$ cat src/rtl/multicycle_control.sv
// Multicycle control FSM for the CHARIS datapath. It sequences one instruction
// at a time through fetch, decode, execute, memory and writeback.
module multicycle_control #(
  parameter int MEM_TIMEOUT = 15
) (
  input  logic        Clk,
  input  logic        Reset,
  input  logic [31:0] instr,
  input  logic        zero,
  input  logic        Mem_ack,
  output logic        IR_LdEn,
  output logic        PC_sel,
  output logic        PC_LdEn,
  output logic        RF_WrEn,
  output logic        RF_WrData_sel,
  output logic        RF_B_sel,
  output logic [1:0]  ImmExt,
  output logic        ALU_bin_sel,
  output logic [3:0]  ALU_func,
  output logic        Mem_RdEn,
  output logic        Mem_WrEn,
  output logic        err
);
  localparam logic [5:0] OP_RTYPE = 6'b100000;
  localparam logic [5:0] OP_ADDI  = 6'b110000;
  localparam logic [5:0] OP_ANDI  = 6'b110010;
  localparam logic [5:0] OP_ORI   = 6'b110011;
  localparam logic [5:0] OP_LI    = 6'b111000;
  localparam logic [5:0] OP_LUI   = 6'b111001;
  localparam logic [5:0] OP_B     = 6'b111111;
  localparam logic [5:0] OP_BEQ   = 6'b010000;
  localparam logic [5:0] OP_BNE   = 6'b010001;
  localparam logic [5:0] OP_LW    = 6'b001111;
  localparam logic [5:0] OP_SW    = 6'b011111;
  localparam logic [5:0] OP_LB    = 6'b000011;
  localparam logic [5:0] OP_SB    = 6'b000111;
  localparam logic [3:0] TO_LAST  = 4'(MEM_TIMEOUT - 1);

  typedef enum logic [3:0] {
    S_FETCH, S_DECODE, S_EXEC, S_MEM_RD, S_MEM_WR,
    S_WB_ALU, S_WB_MEM, S_BRANCH, S_ILLEGAL
  } state_e;

  state_e      state_q, state_d;
  logic [31:0] ir_q, ir_d;
  logic [3:0]  cnt_q, cnt_d;
  logic        err_q, err_d;

  logic [5:0] opc, fn;
  logic       is_r, is_ialu, is_load, is_store, is_br, r_ok, mem_to, b_taken;
  logic [3:0] i_func;
  logic [1:0] i_ext;
  logic       unused_ir;

  assign opc       = ir_q[31:26];
  assign fn        = ir_q[5:0];
  assign unused_ir = ^ir_q[25:6];
  assign is_r      = (opc == OP_RTYPE);
  assign is_ialu   = (opc == OP_ADDI) || (opc == OP_ANDI) || (opc == OP_ORI) ||
                     (opc == OP_LI)   || (opc == OP_LUI);
  assign is_load   = (opc == OP_LW) || (opc == OP_LB);
  assign is_store  = (opc == OP_SW) || (opc == OP_SB);
  assign is_br     = (opc == OP_B) || (opc == OP_BEQ) || (opc == OP_BNE);
  assign mem_to    = (cnt_q == TO_LAST);
  assign b_taken   = (opc == OP_B) || ((opc == OP_BEQ) && zero) || ((opc == OP_BNE) && !zero);
  assign ir_d      = (state_q == S_FETCH) ? instr : ir_q;

  // Legal R-type funcs all map onto the ALU code carried in func[3:0].
  always_comb begin
    r_ok = 1'b0;
    case (fn)
      6'b110000, 6'b110001, 6'b110010, 6'b110011, 6'b110100,
      6'b111000, 6'b111001, 6'b111010, 6'b111100, 6'b111101: r_ok = 1'b1;
      default: r_ok = 1'b0;
    endcase
  end

  // Immediate ALU ops, loads and stores; li relies on rs=0 to pass the immediate.
  always_comb begin
    i_func = 4'b0000;
    i_ext  = 2'b00;
    case (opc)
      OP_ANDI: begin i_func = 4'b0010; i_ext = 2'b01; end
      OP_ORI:  begin i_func = 4'b0011; i_ext = 2'b01; end
      OP_LUI:  i_ext = 2'b10;
      default: ;
    endcase
  end

  always_comb begin
    state_d       = state_q;
    cnt_d         = '0;
    err_d         = err_q;
    IR_LdEn       = 1'b0;
    PC_sel        = 1'b0;
    PC_LdEn       = 1'b0;
    RF_WrEn       = 1'b0;
    RF_WrData_sel = 1'b0;
    RF_B_sel      = 1'b0;
    ImmExt        = 2'b00;
    ALU_bin_sel   = 1'b0;
    ALU_func      = 4'b0000;
    Mem_RdEn      = 1'b0;
    Mem_WrEn      = 1'b0;
    case (state_q)
      S_FETCH: begin
        IR_LdEn = 1'b1;
        state_d = S_DECODE;
      end
      S_DECODE: begin
        RF_B_sel = (opc == OP_BEQ) || (opc == OP_BNE) || is_store;
        if (is_r || is_ialu || is_load || is_store) state_d = S_EXEC;
        else if (is_br)                             state_d = S_BRANCH;
        else begin
          state_d = S_ILLEGAL;
          err_d   = 1'b1;
        end
      end
      S_EXEC: begin
        if (is_r) begin
          ALU_func = r_ok ? fn[3:0] : 4'b0000;
          if (r_ok) state_d = S_WB_ALU;
          else begin
            state_d = S_ILLEGAL;
            err_d   = 1'b1;
          end
        end else begin
          ALU_bin_sel = 1'b1;
          ALU_func    = i_func;
          ImmExt      = i_ext;
          state_d     = is_load ? S_MEM_RD : (is_store ? S_MEM_WR : S_WB_ALU);
        end
      end
      S_MEM_RD: begin
        Mem_RdEn = 1'b1;
        if (Mem_ack) state_d = S_WB_MEM;
        else if (mem_to) begin
          PC_LdEn = 1'b1;
          err_d   = 1'b1;
          state_d = S_FETCH;
        end else cnt_d = cnt_q + 4'd1;
      end
      S_MEM_WR: begin
        Mem_WrEn = 1'b1;
        if (Mem_ack || mem_to) begin
          PC_LdEn = 1'b1;
          state_d = S_FETCH;
          if (!Mem_ack) err_d = 1'b1;
        end else cnt_d = cnt_q + 4'd1;
      end
      S_WB_ALU: begin
        RF_WrEn = 1'b1;
        PC_LdEn = 1'b1;
        state_d = S_FETCH;
      end
      S_WB_MEM: begin
        RF_WrEn       = 1'b1;
        RF_WrData_sel = 1'b1;
        PC_LdEn       = 1'b1;
        state_d       = S_FETCH;
      end
      S_BRANCH: begin
        ALU_func = 4'b0001;
        ImmExt   = 2'b11;
        PC_LdEn  = 1'b1;
        PC_sel   = b_taken;
        state_d  = S_FETCH;
      end
      S_ILLEGAL: begin
        PC_LdEn = 1'b1;
        state_d = S_FETCH;
      end
      default: state_d = S_FETCH;
    endcase
    // Reset blanks every strobe in the very cycle it is raised.
    if (Reset) begin
      IR_LdEn       = 1'b0;
      PC_sel        = 1'b0;
      PC_LdEn       = 1'b0;
      RF_WrEn       = 1'b0;
      RF_WrData_sel = 1'b0;
      RF_B_sel      = 1'b0;
      ImmExt        = 2'b00;
      ALU_bin_sel   = 1'b0;
      ALU_func      = 4'b0000;
      Mem_RdEn      = 1'b0;
      Mem_WrEn      = 1'b0;
    end
  end

  assign err = err_q & ~Reset;

  always_ff @(posedge Clk or posedge Reset) begin
    if (Reset) begin
      state_q <= S_FETCH;
      ir_q    <= '0;
      cnt_q   <= '0;
      err_q   <= 1'b0;
    end else begin
      state_q <= state_d;
      ir_q    <= ir_d;
      cnt_q   <= cnt_d;
      err_q   <= err_d;
    end
  end
endmodule
$ cat config.mk
export PLATFORM = sky130hd
export DESIGN_NAME = multicycle_control
export DESIGN_NICKNAME = d
export VERILOG_FILES = /design/src/rtl/multicycle_control.sv
export SDC_FILE = /design/constraint.sdc
export NUM_CORES = 1
export LEC_CHECK = 0
export CORE_ASPECT_RATIO = 1.75
export CORE_MARGIN = 4
export CORE_UTILIZATION = 41
export CTS_BUF_LIST = sky130_fd_sc_hd__clkbuf_16
export CTS_CLUSTER_DIAMETER = 60
export DETAILED_ROUTE_END_ITERATION = 7
export MAX_ROUTING_LAYER = met4
export PLACE_DENSITY_LB_ADDON = 0.25
export SETUP_SLACK_MARGIN = 0.2
export SLEW_MARGIN = 20
export SYNTH_ARGS = -nofsm -noshare
export SYNTH_HDL_FRONTEND = slang
export SYNTH_SLANG_ARGS = --single-unit
$ cat constraint.sdc
create_clock -name Clk -period 1.45 [get_ports Clk]
set_input_delay 0.29 -clock Clk [delete_from_list [all_inputs] [get_ports Clk]]
set_output_delay 0.29 -clock Clk [all_outputs]
set_load 0.02 [all_outputs]
# --- After elaboration in Yosys (flattened, before gate mapping) ---
# Index checks and enable logic that the tools add are counted.
# W data, S select, Z words.
op_classes:
  eq_ne: 41
  n_div: 0
  n_addsub: 1
  n_bitwise: 2
  reduce_logical: 27
  n_shift: 0
  n_lt_le_gt_ge: 0
  n_mux: 55
  n_mul: 0
ops:
  columns: ["operator", "n"]
  rows:
  - ["$eq A6 B6 Y1 const B", 17]
  - ["$mux W4", 13]
  - ["$mux W1", 31]
  - ["$pmux W4 S5", 1]
  - ["$eq A6 B5 Y1 const B", 3]
  - ["$eq A4 B3 Y1 const B", 4]
  - ["$logic_or A1 B1 Y1", 16]
  - ["$ne A2 B2 Y1 const B", 8]
  - ["$pmux W4 S2", 2]
  - ["$pmux W2 S2", 3]
  - ["$reduce_or A10 Y1", 1]
  - ["$reduce_and A9 Y1", 1]
  - ["$eq A4 B2 Y1 const B", 2]
  - ["$eq A4 B4 Y1 const B", 2]
  - ["$eq A6 B2 Y1 const B", 1]
  - ["$eq A6 B3 Y1 const B", 1]
  - ["$eq A6 B4 Y1 const B", 1]
  - ["$add A4 B1 Y4 const B", 1]
  - ["$eq A4 B1 Y1 const B", 1]
  - ["$logic_not A4 Y1", 1]
  - ["$mux W2", 2]
  - ["$pmux W1 S4", 1]
  - ["$reduce_bool A4 Y1", 1]
  - ["$reduce_or A2 Y1", 2]
  - ["other kinds (9)", 10]
word_totals:
  word_cells: 130
  latchBits: 0
  rom_bits: 0
  mem_count: 0
  ram_bits: 0
  regBits: 41

# --- Logic depth before layout (Yosys ltp) ---
# Gate-level depths: netlist of run 1.
depth:
  depth_word: 10
  depth_mapped: 7
  ltp_nobuf: 7

# --- Worst setup path before layout of run 1 ---
# No wires, ideal clock.
synth_path:
  kind: "register to output"
  startpoint: "reg cnt_q[0]"
  endpoint: "out PC_LdEn"
  n_path_buf: 0
  path_slack_ns: -0.518
  path_stages_with_launch: 7
  arrival_ns: 1.678
  required_time_ns: 1.160
  path_cell_list: "dfrtp_1 inv_1 ha_1 a31oi_1 nor3b_2 o21ai_0 a221oi_1"
synth_via:
  elab_chain_len: 5
  word_cells_on_any_way: 7
synth_lines:
  columns: ["item", "line", "source"]
  rows:
  - ["start: declaration", "46", "logic [3:0] cnt_q, cnt_d;"]
  - ["start signal: assignment", "202", "cnt_q <= cnt_d;"]
  - ["$eq A4 B4 Y1 *", "64", "assign mem_to = (cnt_q == TO_LAST);"]
  - ["$mux W1 or $logic_or A1 B1 Y1 (tied branches)", "137, 145", null]
  - ["$mux W1, on equally long branches", "136, 145", null]
  - ["$pmux W1 S3 *", "105", "case (state_q)"]
  - ["$mux W1 *", "176", "if (Reset) begin"]
  - ["end: declaration", "13", "output logic PC_LdEn,"]
# Mark *: on every way between the ends. The rest lies on a longest branch, timed or not.

# --- Final worst setup path of run 1 ---
# Ends and elaborated chain as after synthesis.

==> impl_metrics.json, run 1 <==
{
  "status": "finished with violations",
  "violations": "setup timing",
  "nFillCells": 123,
  "io_buffer_count": 31,
  "area_growth_pct": 113,
  "multi_input_area_um2": 1340,
  "worstSetupPathType": "reg2out",
  "drive_gt1_share_pct": 71.0,
  "synth.area.top_cells": "dfrtp_1 35%, mux2_2 9.1%, nor2_1 4.6%",
  "drv_cap": 0,
  "cts_tree": "done",
  "synth_ff_type": "dfrtp_1",
  "start_kind": "flip-flop",
  "period_share_pct": 141,
  "first_pass_iters": 4,
  "yosysSeqAreaShare_pct": 35.4,
  "slew_viol_final": 0,
  "grt_max_degree": 22,
  "synth_seq_cells": 21,
  "p_leak_nw": 1.37,
  "first_global_vias": 1965,
  "maxSlewHeadroom_pct": 79.5,
  "num_vias": 1894,
  "hp-class": "in2async",
  "whs_ps": 194,
  "place_area_um2": 2490,
  "grt_antenna_before_repair": 0,
  "nets": 311,
  "overflow": 0,
  "numClockSinks": 21,
  "yosysTopAreaCellShare_pct": 35.4,
  "cp.required_ps": 1160,
  "synthesis.nets": 198,
  "max_freq_ghz": 0.490,
  "dieHeight_um": 87.6,
  "grt_pass1_wl_um": 10100,
  "finalSetupViolCount": 36,
  "crit_path_end_kind": "output port",
  "wl_per_cell_um": 25.4,
  "p_per_area_nw_per_um2": 2300,
  "stdcell_area_um2": 3160,
  "clk_pin_slew_ps": 70,
  "insertion_delay_ps": 260,
  "yosys-top-cells-count": "21 x dfrtp_1, 18 x nor2_1, 12 x mux2_2",
  "hold_buffers": 0,
  "layout_setup_ws_ps": -590,
  "timing.final.crit_period_ps": 2040,
  "setup-tns-final_ps": -15160,
  "rows": 28,
  "die_area_um2": 4680,
  "htreeDepth": 1,
  "yosysMostFrequentCell": "dfrtp_1",
  "num_io_pins": 52,
  "fin_skew_ps": 5.69,
  "syn-instance-count": 160,
  "yosys.area.top_type": "dfrtp_1",
  "drt_iter0_markers": 132,
  "die_x_um": 53.5,
  "async_flop_share_pct": 100,
  "synth_warnings": 0,
  "ant_nets": 0,
  "synth_area_um2": 1480,
  "tightestPinTransition_ps": 306,
  "drt-total-wl_um": 8060,
  "regArea_um2": 537,
  "rsz0062_at_grt": "true",
  "numCtsBuffers": 3,
  "antenna_cells": 0,
  "cp.arrival_ps": 1750,
  "synth_edf_count": 0,
  "synth_area_per_cell_um2": 9.27,
  "start_util_pct": 43.2,
  "grt_use_total_pct": 31.6,
  "yosys.cell_types.count": 51,
  "crit_fanout": 3,
  "hold_viol": 0,
  "ir_worst_vdd_mv": 1.59,
  "max-clock-path-buffers": 2,
  "hpwl_um": 3970,
  "drc": 0,
  "fp.coreArea_um2": 3430,
  "vias_per_cell": 5.97,
  "cts-root-buf": "clkbuf_16",
  "gp_congestion": 0.894
}
==> per-stage QoR <==
stage / total power (W) / util (%) / instances / setup WS, ps
2_1_floorplan: 0.00353 / - / 160 / -324
3_3_place_gp: 0.00447 / 72.4 / 280 / -914
3_5_place_dp: 0.00462 / 72.4 / 280 / -936
4_1_cts: 0.00611 / 83.3 / 302 / -546
5_1_grt: 0.00751 / 92.0 / 317 / -640
6_report: 0.00727 / 92.0 / 317 / -590
==> placed cells by master (no fill, tap or decap), types with 3 or more instances in the layout <==
cell,instances
mux2_4,12
nor3_1,3
nand3b_1,3
dfrtp_1,12
inv_1,3
dfrtp_2,9
nor2_2,4
or4_4,3
xnor2_1,3
nand2_1,6
buf_8,3
and2_4,5
buf_4,59
nor2_4,6
nand2_2,3
xor2_1,3
clkbuf_16,3
nor4_4,3
buf_6,42
nor2_1,9
a21oi_4,5
nand3_4,4
nand3_1,4
clkdlybuf4s50_1,14
==> power breakdown <==
group	internal, W	total, W	switching [W]
logic	0.00290	0.00534	0.00244
clock network	0.000374	0.000620	0.000246
registers	0.000851	0.00131	0.000458
total	0.00412	0.00727	0.00314
==> worst max-delay path: stages, from the launching register on <==
cell and delay, ps:
dfrtp_1 380, inv_1 60, ha_2 210, a31oi_4 110, buf_4 160, nand2b_1 70
a21oi_1 80, a221oi_2 240, buf_4 180
==> per-layer routing <==
metal / routed length [um] / share of wire (%) / global-route usage [%]
met3: 466 / 5.8 / 4.94
met4: 587 / 7.3 / 20.0
met2: 4290 / 53 / 57.4
met5: 0 / 0 / -
met1: 2710 / 34 / 28.9
==> state kept, by name (all words and copies together), names as in the netlist <==
name and count:
ir_q 12, cnt_q 4, state_q 4, err_q 1
==> cells by family (layout without fill, tap and decap cells) <==
group	count (synthesis)	after routing	synth area share (%)
xor+xnor	6	6	3.54
flops	21	21	35.4
fa+ha+maj	2	2	1.69
compound gates	28	28	14.2
buf+inv	16	128	6.41
mux	12	12	9.11
simple gates	75	75	29.7
==> worst paths after layout <==
path | from | endpoint | slack, ps | depth (start not counted)
worst max-delay path | cnt_q[0] | PC_LdEn | -590 | 8
worst min-delay path | Reset | state_q[1] | 190 | 3
worst max register to register | state_q[0] | err_q | -530 | 6
worst min register to register | err_q | err_q | 500 | 2
max in group asynchronous | Reset | ir_q[30] | 1000 | 3
min in group Clk | err_q | err_q | 500 | 2
==> cell type report <==
class	instances	share of cell area [%]
well taps	45	1.78
repair buffers	120	35.7
clock buffers	3	2.38
multi-input cells	123	42.5
inverters	4	0.475
flip-flops and latches	21	17.0
clock inverters	1	0.238
==> repair_timing <==
action                                  4_1_cts  5_1_grt
buffers inserted                             17       15
gates cloned                                  1        0
pin swaps                                    19       22
endpoints found under the setup margin       37       37
gates resized for setup                     132       48
Power figures use the tool's default switching activity.
==> run 2: changes to the inputs <==
ABC_AREA = 1   (was default)
CORE_UTILIZATION = 40   (was 41)
SKIP_LAST_GASP = 1   (was default)
==> run 2 against run 1 <==
  * The run still ends with setup timing left
  * Power is 23% lower
  * Synthesized cell count up 24%
  * Clock skew shrank 0.71 ps
  * Critical path type unchanged
  * Critical endpoint is now RF_B_sel
  * Largest cell class unchanged
  * Largest power group unchanged
==> impl_metrics.json, run 2 <==
{
  "synth_warnings": 0,
  "yosysTopAreaCellShare_pct": 36.2,
  "hold_viol": 0,
  "synthesis.nets": 237,
  "status": "finished with violations",
  "grt_max_degree": 14,
  "die_x_um": 53.5,
  "gp_congestion": 0.883,
  "layout_setup_ws_ps": -489,
  "synth_edf_count": 0,
  "antenna_cells": 0,
  "synth.area.top_cells": "dfrtp_1 36%, nand2_1 12%, inv_1 7.8%",
  "rr_endpoint": "err_q",
  "max-clock-path-buffers": 2,
  "p_leak_nw": 1.55,
  "drv_cap": 0,
  "rr_worst_depth": 11,
  "drive_gt1_share_pct": 64.0,
  "cp.required_ps": 1160,
  "drt_iter0_markers": 82,
  "synth_seq_cells": 21,
  "worstPathCellList": "buf_6, buf_6, nand2_4, nor2_4, nand2_2, nand2_2, inv_2, nand2_1, nand3_1, inv_1, buf_6",
  "max_freq_ghz": 0.516,
  "final_cell_mix": "57 x buf_4, 35 x buf_6, 24 x nand2_1",
  "cp.arrival_ps": 1650,
  "synth_ff_type": "dfrtp_1",
  "grt_use_total_pct": 23.5,
  "nFillCells": 143,
  "violations": "setup timing",
  "critPathCapture": "RF_B_sel",
  "crit_top_cell": "buf_6",
  "grt_pass1_wl_um": 7780,
  "dieHeight_um": 87.7,
  "start_kind": "flip-flop",
  "numCtsBuffers": 3,
  "num_io_pins": 52,
  "fin_skew_ps": 4.98,
  "num_vias": 1925,
  "synth_area_um2": 1450,
  "p_per_area_nw_per_um2": 1810,
  "ant_nets": 0,
  "slew_viol_final": 0,
  "first_global_vias": 1742,
  "io_buffer_count": 31,
  "htreeDepth": 1,
  "insertion_delay_ps": 260,
  "die_area_um2": 4690,
  "area_growth_pct": 113,
  "regToRegSetupSlack_ps": -240,
  "vias_per_cell": 5.36,
  "maxSlewHeadroom_pct": 82.4,
  "rsz0062_at_grt": "true",
  "async_flop_share_pct": 100,
  "nets": 353,
  "yosysSeqAreaShare_pct": 36.2,
  "yosys-top-cells-count": "46 x nand2_1, 30 x inv_1, 27 x nor2_1",
  "hold_buffers": 0,
  "grt_antenna_before_repair": 0,
  "worstSetupPathType": "reg2out",
  "final_common_cell": "buf_4",
  "cts-root-buf": "clkbuf_16",
  "cp_slowest_cell": "dfrtp_1",
  "hpwl_um": 3180,
  "tightestPinTransition_ps": 261,
  "overflow": 0,
  "start_util_pct": 42.2,
  "hp-class": "in2async",
  "first_pass_iters": 4,
  "yosys.cell_types.count": 31,
  "worst_r2r_startpoint": "state_q[0]",
  "ir_worst_vdd_mv": 1.51,
  "drc": 0,
  "whs_ps": 161,
  "largest_register": "ir_q",
  "wl_per_cell_um": 19.6,
  "crit_path_end_kind": "output port",
  "synth_area_per_cell_um2": 7.29,
  "cts_tree": "done",
  "timing.final.crit_period_ps": 1940,
  "yosys.area.top_type": "dfrtp_1",
  "yosysMostFrequentCell": "nand2_1",
  "syn-instance-count": 199,
  "crit_fanout": 4,
  "reg.largest.list": "ir_q (12), cnt_q (4), state_q (4)",
  "finalSetupViolCount": 32,
  "fin_util_pct": 89.9,
  "fp.coreArea_um2": 3430,
  "setup.worst_path.start": "ir_q[29]",
  "drt-total-wl_um": 7020,
  "slowest_delay_ps": 410,
  "largest_reg_flops": 12,
  "numClockSinks": 21,
  "clk_pin_slew_ps": 60,
  "period_share_pct": 134,
  "rows": 28
}
## run 2: changes by cell type in the layout (fill, tap and decap cells not counted), sizes merged, moves of 3 or more
cell	delta
a21oi	+6
and2	-5
buf	-7
inv	+29
mux2	-9
nand2	+40
nand2b	-4
nand3	+8
nor2	+16
nor3b	-3
or4	-3
## run 2: how the worst min path moves through the flow
stage | startpoint | end | slack (ps) | cells past startpoint
after floorplan | Reset | cnt_q[0] | 300 | 2
after global placement | err_q | err_q | 430 | 2
after detailed placement | err_q | err_q | 450 | 2
after CTS | Reset | state_q[2] | 230 | 3
after global routing | Reset | state_q[0] | 190 | 3
final | Reset | state_q[1] | 160 | 3
## run 2: through the flow
step	cells	area, um^2	setup WS, ps	total power, W	setup TNS, ps
2_1_floorplan	199	1520	-159	0.00215	-735
3_3_place_gp	327	2280	-810	0.00310	-11010
3_5_place_dp	327	2280	-836	0.00315	-11280
4_1_cts	339	2580	-422	0.00440	-4890
5_1_grt	359	3090	-578	0.00585	-9330
6_report	359	3090	-489	0.00560	-7520
## run 2: critical path: cells and delay by family, from the launching register on
family / cells / cell delay (ps)
buf+inv: 5 / 490
flops: 1 / 410
simple gates: 6 / 490
## run 2: layout make-up
cell class / count / area (um^2) / area share, %
multi-input cells: 141 / 1160 / 37.5
clock inverters: 1 / 5.00 / 0.162
clock buffers: 3 / 75.1 / 2.43
flip-flops and latches: 21 / 529 / 17.2
inverters: 34 / 141 / 4.58
well taps: 45 / 56.3 / 1.82
repair buffers: 114 / 1120 / 36.4
## run 2: per-layer routing
metal / GRT usage, % / vias up / part of all wire [%]
li1: - / 857 / -
met1: 23.0 / 936 / 35
met2: 44.4 / 93 / 56
met3: 1.87 / 39 / 4.1
met4: 10.9 / 0 / 5.5
met5: - / - / 0
## run 2: logic make-up after synthesis
kind of cell             after synthesis  share of synthesized area (%)
AO/OA/AOI/OAI                         21                           9.32
XOR/XNOR                               2                           1.21
adder cells (fa/ha/maj)                2                           1.73
buffers and inverters                 37                           10.5
flip-flops                            21                           36.2
multiplexers                           3                           2.33
AND/OR/NAND/NOR                      113                           38.7
## run 2: what timing repair did
item	4_1_cts	5_1_grt
buffers inserted	6	19
gates cloned	2	1
gates resized for setup	124	96
pin swaps	17	27
endpoints found under the setup margin	37	37
## run 2: power breakdown
| group | total [W] | switching, W | internal [W] |
|---|---|---|---|
| logic | 0.00399 | 0.00201 | 0.00197 |
| clock network | 0.000594 | 0.000224 | 0.000371 |
| registers | 0.00102 | 0.000212 | 0.000806 |
==> variant: new RTL, config.mk and constraints of run 2 <==
Reset style: synchronous (`Reset`), changed in one clocked block.
--- a/src/rtl/multicycle_control.sv
+++ b/src/rtl/multicycle_control.sv
@@ -192,3 +192,3 @@
 
-  always_ff @(posedge Clk or posedge Reset) begin
+  always_ff @(posedge Clk) begin
     if (Reset) begin
Check against the original RTL: same outputs for any inputs over 10 cycles, from zero or initial values and one cycle with Reset high; that may be too few to reach the edited logic, so the function may still have changed.
==> variant against run 2 <==
The flow still finishes with violations (setup timing); via count grew 3.2%; utilization shrank 4.5 points; total power down 12%; die area is 1.7% lower; synthesized area decreased by 1.9%; final cell count rose by 4.7%; count of clock-buffer cells in the layout did not move; worst setup slack better by 0.10 ns; clock power rose by 3.7%; cell area fell by 6.0%; non-clock buffer count shrank 8; wire length decreased by 6.2%; sequential cell count unchanged; critical path type unchanged; critical endpoint is now ALU_func[1]; largest power group unchanged.
==> variant: results (changes against run 2) <==
peakVddDrop_mv: 1.55  # was 1.51 mV
p_int_mw: 2.73  # was 3.15 mW
setup-violations-final: 24  # was 32
dp_slack_ns: -0.747  # was -0.836 ns
synthArstFlopShare: 0  # was 1.00
netlist_instances: 224  # was 199
nets: 370  # was 353
slowest_delay_ns: 0.36  # was 0.41 ns
routed_wl_um: 6590  # was 7020 µm
grt_use_total: 0.243  # was 0.235
drtIter0Drc: 79  # was 82
whs_ns: 0.372  # was 0.161 ns
grt_max_degree: 21  # was 14
synth_commonest_cells: "nand2_1 (54), nor2_1 (35), inv_1 (23), dfxtp_1 (21), nand3_1 (14)"  # was nand2_1 (46), inv_1 (30), nor2_1 (27), dfrtp_1 (21), nand3_1 (15)
violations: "setup timing"  # unchanged
via_count: 1986  # was 1925
synth_fp_nets: 262  # was 237
placed_cells: 348  # was 327
status: "finished with violations"  # unchanged
layout_setup_ws_ns: -0.387  # was -0.489 ns
synth.distinct_cells: 30  # was 31
fillers: 175  # was 143
tightest_slew_ns: 0.249  # was 0.261 ns
hpwl_um: 3300  # was 3180 µm
cp_top_family: "simple AND/OR/NAND/NOR gates"  # was buffers and inverters
r2r_slack_ns: -0.13  # was -0.24 ns
crit_slowest_cell: "dfxtp_4"  # was dfrtp_1
stdcell_count: 376  # was 359
## variant: per-stage QoR
step	TNS, ns	area, µm²
2_1_floorplan	-0.0574	1530
3_3_place_gp	-10.20	2250
3_5_place_dp	-10.53	2250
4_1_cts	-3.28	2530
5_1_grt	-6.90	2900
6_report	-4.78	2900
## variant: cells by family (layout without fill, tap and decap cells)
logic type                 Yosys count  count (layout)  synth area share
buffers and inverters               38             145             0.113
adders and majority gates            2               2            0.0176
and+or+nand+nor                    129             129             0.442
xor gates and xnor gates             2               2            0.0123
AOI/OAI and AO/OA                   32              32             0.120
DFF                                 21              21             0.296
## variant: final timing paths
kind,to,start
min reg2reg,cnt_q[0],cnt_q[0]
max reg2reg,err_q,state_q[2]
max,ALU_func[1],state_q[3]
min,state_q[3],Reset
## variant: cell type report
class                   count  area [µm²]  area share
inverters                  35         155      0.0535
repair buffers            106         985       0.339
clock buffers               3        75.1      0.0259
well taps                  45        56.3      0.0194
flip-flops and latches     21         450       0.155
multi-input cells         165        1170       0.405
clock inverters             1        5.00     0.00172
## variant: worst reg2reg max path: stages, from the launching register on
cell and delay [ns]:
dfxtp_4 0.39, buf_6 0.12, nor2_4 0.04, buf_6 0.12
nand2_2 0.09, inv_2 0.04, buf_4 0.14, nand2_4 0.09
nand2_1 0.08, nor2_1 0.20, nand3_2 0.14, nand2_1 0.07
## variant: power by group through the flow
stage,clock [mW],combinational (mW),sequential (mW)
after detailed placement,0,2.03,0.963
after global placement,0,1.99,0.958
final,0.616,3.27,1.04
after floorplan,0,1.19,0.951
after global routing,0.650,3.46,1.07
after CTS,0.596,2.29,0.985
## variant: what timing repair did
| action | CTS | global route |
|---|---|---|
| endpoints found under the setup margin | 37 | 37 |
| gates resized for setup | 130 | 83 |
| pin swaps | 17 | 21 |
| gates cloned | 0 | 2 |
| buffers inserted | 11 | 11 |
## variant: per-layer routing
metal / vias to the layer above / part of all wire / global-route usage
met5: - / 0 / -
met4: 0 / 0.069 / 0.142
met3: 35 / 0.051 / 0.0326
met2: 91 / 0.56 / 0.464
met1: 943 / 0.32 / 0.211
li1: 917 / - / -
